--- src/rtl/picomips_ctrl_if.sv ---
// ROM fetch and ALU control bundle between the picoMips sequencer and its datapath.
interface picomips_ctrl_if #(parameter int PCW = 5);
  logic [11:0]    Instr;
  logic [PCW-1:0] PC;
  logic [7:0]     Acc;
  logic           WE;
  logic           UseMul;
  logic           UseA;
  logic [7:0]     DataA;
  logic [7:0]     DataB;

  modport master (input Instr, Acc, output PC, WE, UseMul, UseA, DataA, DataB);
  modport slave  (output Instr, Acc, input PC, WE, UseMul, UseA, DataA, DataB);
endinterface

--- src/rtl/picomips_ctrl.sv ---
// picoMips program sequencer: fetches from a combinational ROM, decodes into ALU
// controls, and handles button-handshaked switch input, output latch, branches and halt.
module picomips_ctrl #(
  parameter int PCW         = 5,
  parameter int SYNC_STAGES = 2
) (
  input  logic                Clock,
  input  logic                nReset,
  picomips_ctrl_if.master     bus,
  input  logic [7:0]          Sw,
  input  logic                Btn,
  output logic [7:0]          OutData,
  output logic                OutValid,
  output logic                Halted,
  output logic                Illegal
);

  typedef enum logic [1:0] {S_RUN, S_STALL, S_HALT} state_t;

  localparam logic [3:0] OP_NOP  = 4'h0;
  localparam logic [3:0] OP_LDI  = 4'h1;
  localparam logic [3:0] OP_ADDI = 4'h2;
  localparam logic [3:0] OP_MULI = 4'h3;
  localparam logic [3:0] OP_LDSW = 4'h4;
  localparam logic [3:0] OP_WAIT = 4'h5;
  localparam logic [3:0] OP_JMP  = 4'h6;
  localparam logic [3:0] OP_BZ   = 4'h7;
  localparam logic [3:0] OP_OUT  = 4'h8;
  localparam logic [3:0] OP_HALT = 4'hF;

  state_t                          state_q, state_d;
  logic [PCW-1:0]                  pc_q, pc_d, pc_inc;
  logic [7:0]                      sw_reg_q, sw_reg_d;
  logic [7:0]                      out_data_q, out_data_d;
  logic                            out_valid_q, out_valid_d;
  logic                            illegal_q, illegal_d;
  logic [SYNC_STAGES-1:0]          btn_sync_q, btn_sync_d;
  logic [SYNC_STAGES-1:0][7:0]     sw_sync_q, sw_sync_d;
  logic                            btn_prev_q, btn_prev_d;
  logic                            btn_edge;
  logic [3:0]                      op;
  logic [7:0]                      imm;
  logic                            we, use_mul, use_a;

  assign op     = bus.Instr[11:8];
  assign imm    = bus.Instr[7:0];
  assign pc_inc = pc_q + 1'b1;

  // Edge detect runs every cycle, so a press while not waiting is simply consumed.
  always_comb begin
    btn_sync_d = {btn_sync_q[SYNC_STAGES-2:0], Btn};
    sw_sync_d  = {sw_sync_q[SYNC_STAGES-2:0], Sw};
    btn_prev_d = btn_sync_q[SYNC_STAGES-1];
  end
  assign btn_edge = btn_sync_q[SYNC_STAGES-1] & ~btn_prev_q;

  always_comb begin
    state_d     = state_q;
    pc_d        = pc_q;
    sw_reg_d    = sw_reg_q;
    out_data_d  = out_data_q;
    out_valid_d = 1'b0;
    illegal_d   = illegal_q;
    we          = 1'b0;
    use_mul     = 1'b0;
    use_a       = 1'b0;
    case (state_q)
      S_RUN: begin
        case (op)
          OP_NOP:  pc_d = pc_inc;
          OP_LDI:  begin we = 1'b1; pc_d = pc_inc; end
          OP_ADDI: begin we = 1'b1; use_a = 1'b1; pc_d = pc_inc; end
          OP_MULI: begin we = 1'b1; use_a = 1'b1; use_mul = 1'b1; pc_d = pc_inc; end
          OP_LDSW: begin we = 1'b1; pc_d = pc_inc; end
          OP_WAIT: begin
            if (btn_edge) begin
              sw_reg_d = sw_sync_q[SYNC_STAGES-1];
              pc_d     = pc_inc;
            end else begin
              state_d = S_STALL;
            end
          end
          OP_JMP:  pc_d = imm[PCW-1:0];
          OP_BZ:   pc_d = (bus.Acc == 8'd0) ? imm[PCW-1:0] : pc_inc;
          OP_OUT:  begin out_data_d = bus.Acc; out_valid_d = 1'b1; pc_d = pc_inc; end
          OP_HALT: state_d = S_HALT;
          default: begin illegal_d = 1'b1; pc_d = pc_inc; end
        endcase
      end
      S_STALL: begin
        if (btn_edge) begin
          sw_reg_d = sw_sync_q[SYNC_STAGES-1];
          pc_d     = pc_inc;
          state_d  = S_RUN;
        end
      end
      default: ;
    endcase
  end

  always_ff @(posedge Clock or negedge nReset) begin
    if (!nReset) begin
      state_q     <= S_RUN;
      pc_q        <= '0;
      sw_reg_q    <= '0;
      out_data_q  <= '0;
      out_valid_q <= 1'b0;
      illegal_q   <= 1'b0;
      btn_sync_q  <= '0;
      sw_sync_q   <= '0;
      btn_prev_q  <= 1'b0;
    end else begin
      state_q     <= state_d;
      pc_q        <= pc_d;
      sw_reg_q    <= sw_reg_d;
      out_data_q  <= out_data_d;
      out_valid_q <= out_valid_d;
      illegal_q   <= illegal_d;
      btn_sync_q  <= btn_sync_d;
      sw_sync_q   <= sw_sync_d;
      btn_prev_q  <= btn_prev_d;
    end
  end

  assign bus.PC     = pc_q;
  assign bus.WE     = we;
  assign bus.UseMul = use_mul;
  assign bus.UseA   = use_a;
  assign bus.DataA  = sw_reg_q;
  assign bus.DataB  = (op == OP_LDSW) ? 8'd0 : imm;
  assign OutData    = out_data_q;
  assign OutValid   = out_valid_q;
  assign Halted     = (state_q == S_HALT);
  assign Illegal    = illegal_q;

endmodule

--- src/flat_wrapper.sv ---
// flat-port wrapper written by rule: the top's interface ports become plain ports
module picomips_ctrl_flat 
#(
  parameter int PCW         = 5,
  parameter int SYNC_STAGES = 2
)
  (Clock, nReset, Sw, Btn, OutData, OutValid, Halted, Illegal, bus_Instr, bus_Acc, bus_PC, bus_WE, bus_UseMul, bus_UseA, bus_DataA, bus_DataB);
  picomips_ctrl_if #(.PCW(PCW)) bus_i ();
  input  logic Clock;
  input  logic nReset;
  input  logic [7:0] Sw;
  input  logic Btn;
  output logic [7:0] OutData;
  output logic OutValid;
  output logic Halted;
  output logic Illegal;
  input wire logic [$bits(bus_i.Instr)-1:0] bus_Instr;
  input wire logic [$bits(bus_i.Acc)-1:0] bus_Acc;
  output wire logic [$bits(bus_i.PC)-1:0] bus_PC;
  output wire logic [$bits(bus_i.WE)-1:0] bus_WE;
  output wire logic [$bits(bus_i.UseMul)-1:0] bus_UseMul;
  output wire logic [$bits(bus_i.UseA)-1:0] bus_UseA;
  output wire logic [$bits(bus_i.DataA)-1:0] bus_DataA;
  output wire logic [$bits(bus_i.DataB)-1:0] bus_DataB;
  assign bus_i.Instr = bus_Instr;
  assign bus_i.Acc = bus_Acc;
  assign bus_PC = bus_i.PC;
  assign bus_WE = bus_i.WE;
  assign bus_UseMul = bus_i.UseMul;
  assign bus_UseA = bus_i.UseA;
  assign bus_DataA = bus_i.DataA;
  assign bus_DataB = bus_i.DataB;
  picomips_ctrl #(.PCW(PCW), .SYNC_STAGES(SYNC_STAGES)) u_core (.Clock(Clock), .nReset(nReset), .bus(bus_i), .Sw(Sw), .Btn(Btn), .OutData(OutData), .OutValid(OutValid), .Halted(Halted), .Illegal(Illegal));
endmodule
--- config.mk ---
export PLATFORM = sky130hd
export DESIGN_NAME = picomips_ctrl_flat
export DESIGN_NICKNAME = d
export VERILOG_FILES = /design/src/rtl/picomips_ctrl_if.sv /design/src/rtl/picomips_ctrl.sv /design/src/flat_wrapper.sv
export SDC_FILE = /design/constraint.sdc
export NUM_CORES = 1
export LEC_CHECK = 0
export CAP_MARGIN = 25
export CORE_MARGIN = 2
export CORE_UTILIZATION = 35
export CTS_CLUSTER_SIZE = 40
export DETAILED_ROUTE_END_ITERATION = 8
export HOLD_SLACK_MARGIN = 0.05
export PLACE_DENSITY = 0.65
export SETUP_SLACK_MARGIN = 0.4
export SKIP_CTS_REPAIR_TIMING = 1
export SYNTH_ARGS = -nofsm -noshare
export SYNTH_HDL_FRONTEND = slang
export SYNTH_SLANG_ARGS = --single-unit
--- constraint.sdc ---
create_clock -name Clock -period 2.1 [get_ports Clock]
set_clock_uncertainty 0.15 [all_clocks]
set_input_delay 0.315 -clock Clock [delete_from_list [all_inputs] [get_ports Clock]]
set_output_delay 0.315 -clock Clock [all_outputs]
set_load 0.01 [all_outputs]
==> metrics.csv <==
stage,metric,value,unit
status,status,completed,
floorplan,die area,0.00576,sq mm
power_and_ir_drop,total power,1750,uW
yosys,sequential area share after synthesis,60.8,%
floorplan,Site Rows,26,
route,drt wl/cell,12.4,microns
cts,Clock Pin Slew Worst Setup and Hold Paths,0.08,ns
critical_path,CP Data Arrival Time,1.32,ns
power_and_ir_drop,PwrDens,576,mW/mm^2
critical_path,CP startpoint kind,register,
grt,"Remaining Overflow, GRT",0,
sta,Final period util,85.0,%
cells_and_area,antenna cells,0,
critical_path,"Critical Path, Cell by Cell","nor3_2, and3b_1, and2_1, buf_2",
sta,Fin Setup TNS,0,ns
worst_hold_path,hold_sp,bus_Acc[4],
power_and_ir_drop,LEAKAGE,0.00167,uW
power_and_ir_drop,Sw Share,18.6,%
cts,CTS tree,done,
yosys,number of flops mapped to enable cells by yosys,0,
grt,first-pass GRT wire length,6.49,mm
grt,vias in the first global route,1422,
sta,min cycle time layout,1.79,ns
power_and_ir_drop,register share of total power,49.8,%
floorplan,initial core utilization,35.9,%
sta,relative slew slack,64.5,%
yosys,largest cells by area after synthesis,"dfrtp_1 61%, nand2_1 6.2%, mux2_4 5.8%",
grt,antenna violations before repair,0,
sta,Max Transition Viols Final,0,
yosys,synth cell count leaders,"44 x dfrtp_1, 30 x nand2_1, 10 x nor2b_1",
cells_and_area,Final Non-Filler Cells,322,
worst_hold_path,hold crit path type,input pin to register,
floorplan,Chip Height,75.9,microns
critical_path,slowest cell on the critical path,dfrtp_1,
sta,max frequency,560,MHz
power_and_ir_drop,Cell Int Power,1420,uW
yosys,Synth async-reset ratio,100,%
yosys,mux share of post-synthesis cell area,6.98,%
yosys,"FF+latch count, synth",44,
yosys,Synth cell types,41,
yosys,complex-gate fraction of the synthesized area,9.68,%
place,GP Congestion,0.774,
power_and_ir_drop,sw power,325,uW
power_and_ir_drop,maximum vdd ir drop,0.000392,V
critical_path,CP Launch Point,u_core.state_q[1]$_DFFE_PN0P_,
place,PortBufs,65,
route,drt pass-1 iters,4,
critical_path,Critical R2R Launch,u_core.state_q[1]$_DFFE_PN0P_,
place,Detail Placement HPWL,2.78,mm
yosys,main combinational cell family by area after synthesis,simple AND/OR/NAND/NOR gates,
grt,overall routing resource usage,13.7,%
route,Final ANT Viol Nets,0,
cts,TritonCTS buffer count,5,
route,via/cell ratio,4.52,
yosys,Post-Synth Adder-Cell Area,0.691,%
run,total of max-cap violations,0,
critical_path,CP max FO,3,
route,routed wire length,4.00,mm
power_and_ir_drop,logic gate share of total power,8.7,%
cts,TritonCTS sink count,44,
cts,depth of the CTS H-tree,2,
yosys,Mapped Cells,154,
route,initial DRC count,70,
route,DRC viols,0,
yosys,synth warn,0,
grt,largest net degree at the start of global routing,45,
cts,clk buf depth,2,
yosys,top-area cell type share of the netlist area,60.8,%
cells_and_area,Finished Core Util,60.1,%
yosys,top_reg_cell synth,dfrtp_1,
sta,"Hold Vio Cnt, Final",0,
yosys,"Net Count, Synth",186,
sta,RSZ-0062 raised after global routing,true,
critical_path,CP Class,register to primary output,
cts,clk root buf,clkbuf_8,
route,DR vias,1455,
cells_and_area,Area growth syn-to-layout,67.5,%
sta,final setup fails,0,
critical_path,Required @ worst endpoint,1.63,ns
yosys,Post-Synth Simple-Gate Area,17.4,%
sta,worst-margin pin slew,0.532,ns
floorplan,core area,0.00504,sq mm
yosys,Post-Synth XOR/XNOR Area,2.42,%
power_and_ir_drop,Clk pwr share,41.5,%
yosys,top-count cell post-synth,dfrtp_1,
floorplan,I/O pin count,66,
place,Placed Cells incl. Taps,306,
yosys,Syn Area/Cell,11.8,sq um
floorplan,Chip Width,75.9,microns
critical_path,CP max stage delay,0.43,ns
yosys,Post-Syn Area,0.00181,sq mm
yosys,top cell type by total area after synthesis,dfrtp_1,
cells_and_area,nets,284,
cts,Clock Latency Late Sink,0.28,ns
critical_path,Crit. End Element,primary output,
cells_and_area,layout cells sized above 1,27.0,%
metal layers:
metal  up-vias  global-route usage [%]  part of all wire [%]
met5         -                       0                     0
met4         0                    2.73                  0.35
met3         2                    4.17                   4.0
met2        31                    22.2                    50
met1       691                    18.4                    45
li1        731                       -                     -
placed cells by master (no fill, tap or decap), types with 2 or more instances in the layout:
cell             instances
nand3_1                  4
clkbuf_8                 5
dlymetal6s2s_1          27
inv_2                    2
o21ai_0                  2
o22ai_1                  3
xor2_1                   3
nand2_1                 30
mux2_4                   8
a21oi_1                  6
clkbuf_2                 3
buf_2                    2
xnor2_1                  2
a22oi_1                  4
nor2b_1                  9
dfrtp_2                  5
clkdlybuf4s50_1         31
bufinv_16                2
nor2_1                   4
buf_6                    4
o21ai_1                  3
dfrtp_1                 39
buf_4                   24
layout make-up:
| cell class | count | area, sq um |
|---|---|---|
| clock buffers | 5 | 68.8 |
| clock inverters | 2 | 60.1 |
| fillers | 409 | 2010 |
| inverters | 4 | 15.0 |
| multi-input cells | 103 | 739 |
| flip-flops and latches | 44 | 1110 |
| well taps | 70 | 87.6 |
| repair buffers | 94 | 953 |
logic make-up (layout without fill, tap and decap cells):
logic type	Yosys count	in the layout
AO/OA/AOI/OAI	26	26
adder cells (fa/ha/maj)	1	1
buffers and inverters	7	105
multiplexers	9	9
XOR/XNOR	5	5
AND/OR/NAND/NOR	62	62
flip-flops	44	44
power groups by stage:
stage | sequential, uW | clock, uW | combinational [uW]
after floorplan | 886 | 0 | 32.1
after global placement | 886 | 0 | 148
after detailed placement | 887 | 0 | 148
after CTS | 870 | 756 | 149
after global routing | 872 | 796 | 166
final | 870 | 725 | 151
worst paths after layout:
path                                                   end  slack [ns]  cells after the start
max in group asynchronous     u_core.bus.PC[1]$_DFFE_PN0P_        0.92                      3
hold reg to reg             u_core.btn_sync_q[1]$_DFF_PN0_        0.20                      0
hold / removal               u_core.OutData[4]$_DFFE_PN0P_        0.12                      3
setup / recovery                                bus_UseMul        0.31                      4
min in group asynchronous   u_core.sw_sync_q[14]$_DFF_PN0_        0.48                      3
setup reg to reg           u_core.bus.DataA[1]$_DFFE_PN0P_        0.35                      6
sequential cells by signal, summed over array words and instances (netlist names):
register and count:
u_core.OutData 8, u_core.bus.DataA 8, u_core.sw_sync_d 8, u_core.sw_sync_q 8
u_core.bus.PC 5, u_core.btn_sync_q 2, u_core.state_q 2, u_core.Illegal 1
u_core.OutValid 1, u_core.btn_prev_q 1
worst max-delay path: cells and delay by family, from the launching register on:
| family | cells | cell delay, ns |
|---|---|---|
| AND/OR/NAND/NOR | 3 | 0.49 |
| flip-flops | 1 | 0.43 |
| buffers and inverters | 1 | 0.12 |
metrics by stage:
| stage | area [sq um] | hold WS [ns] | worst slack, ns |
|---|---|---|---|
| after global placement | 2690 | 0.181 | -0.349 |
| after floorplan | 1810 | -0.131 | 0.403 |
| final | 3030 | 0.120 | 0.314 |
| after detailed placement | 2690 | 0.187 | -0.448 |
| after CTS | 2810 | -0.0480 | -0.458 |
| after global routing | 3030 | 0.126 | 0.224 |
Note: power is estimated with default switching activity, not from simulation.
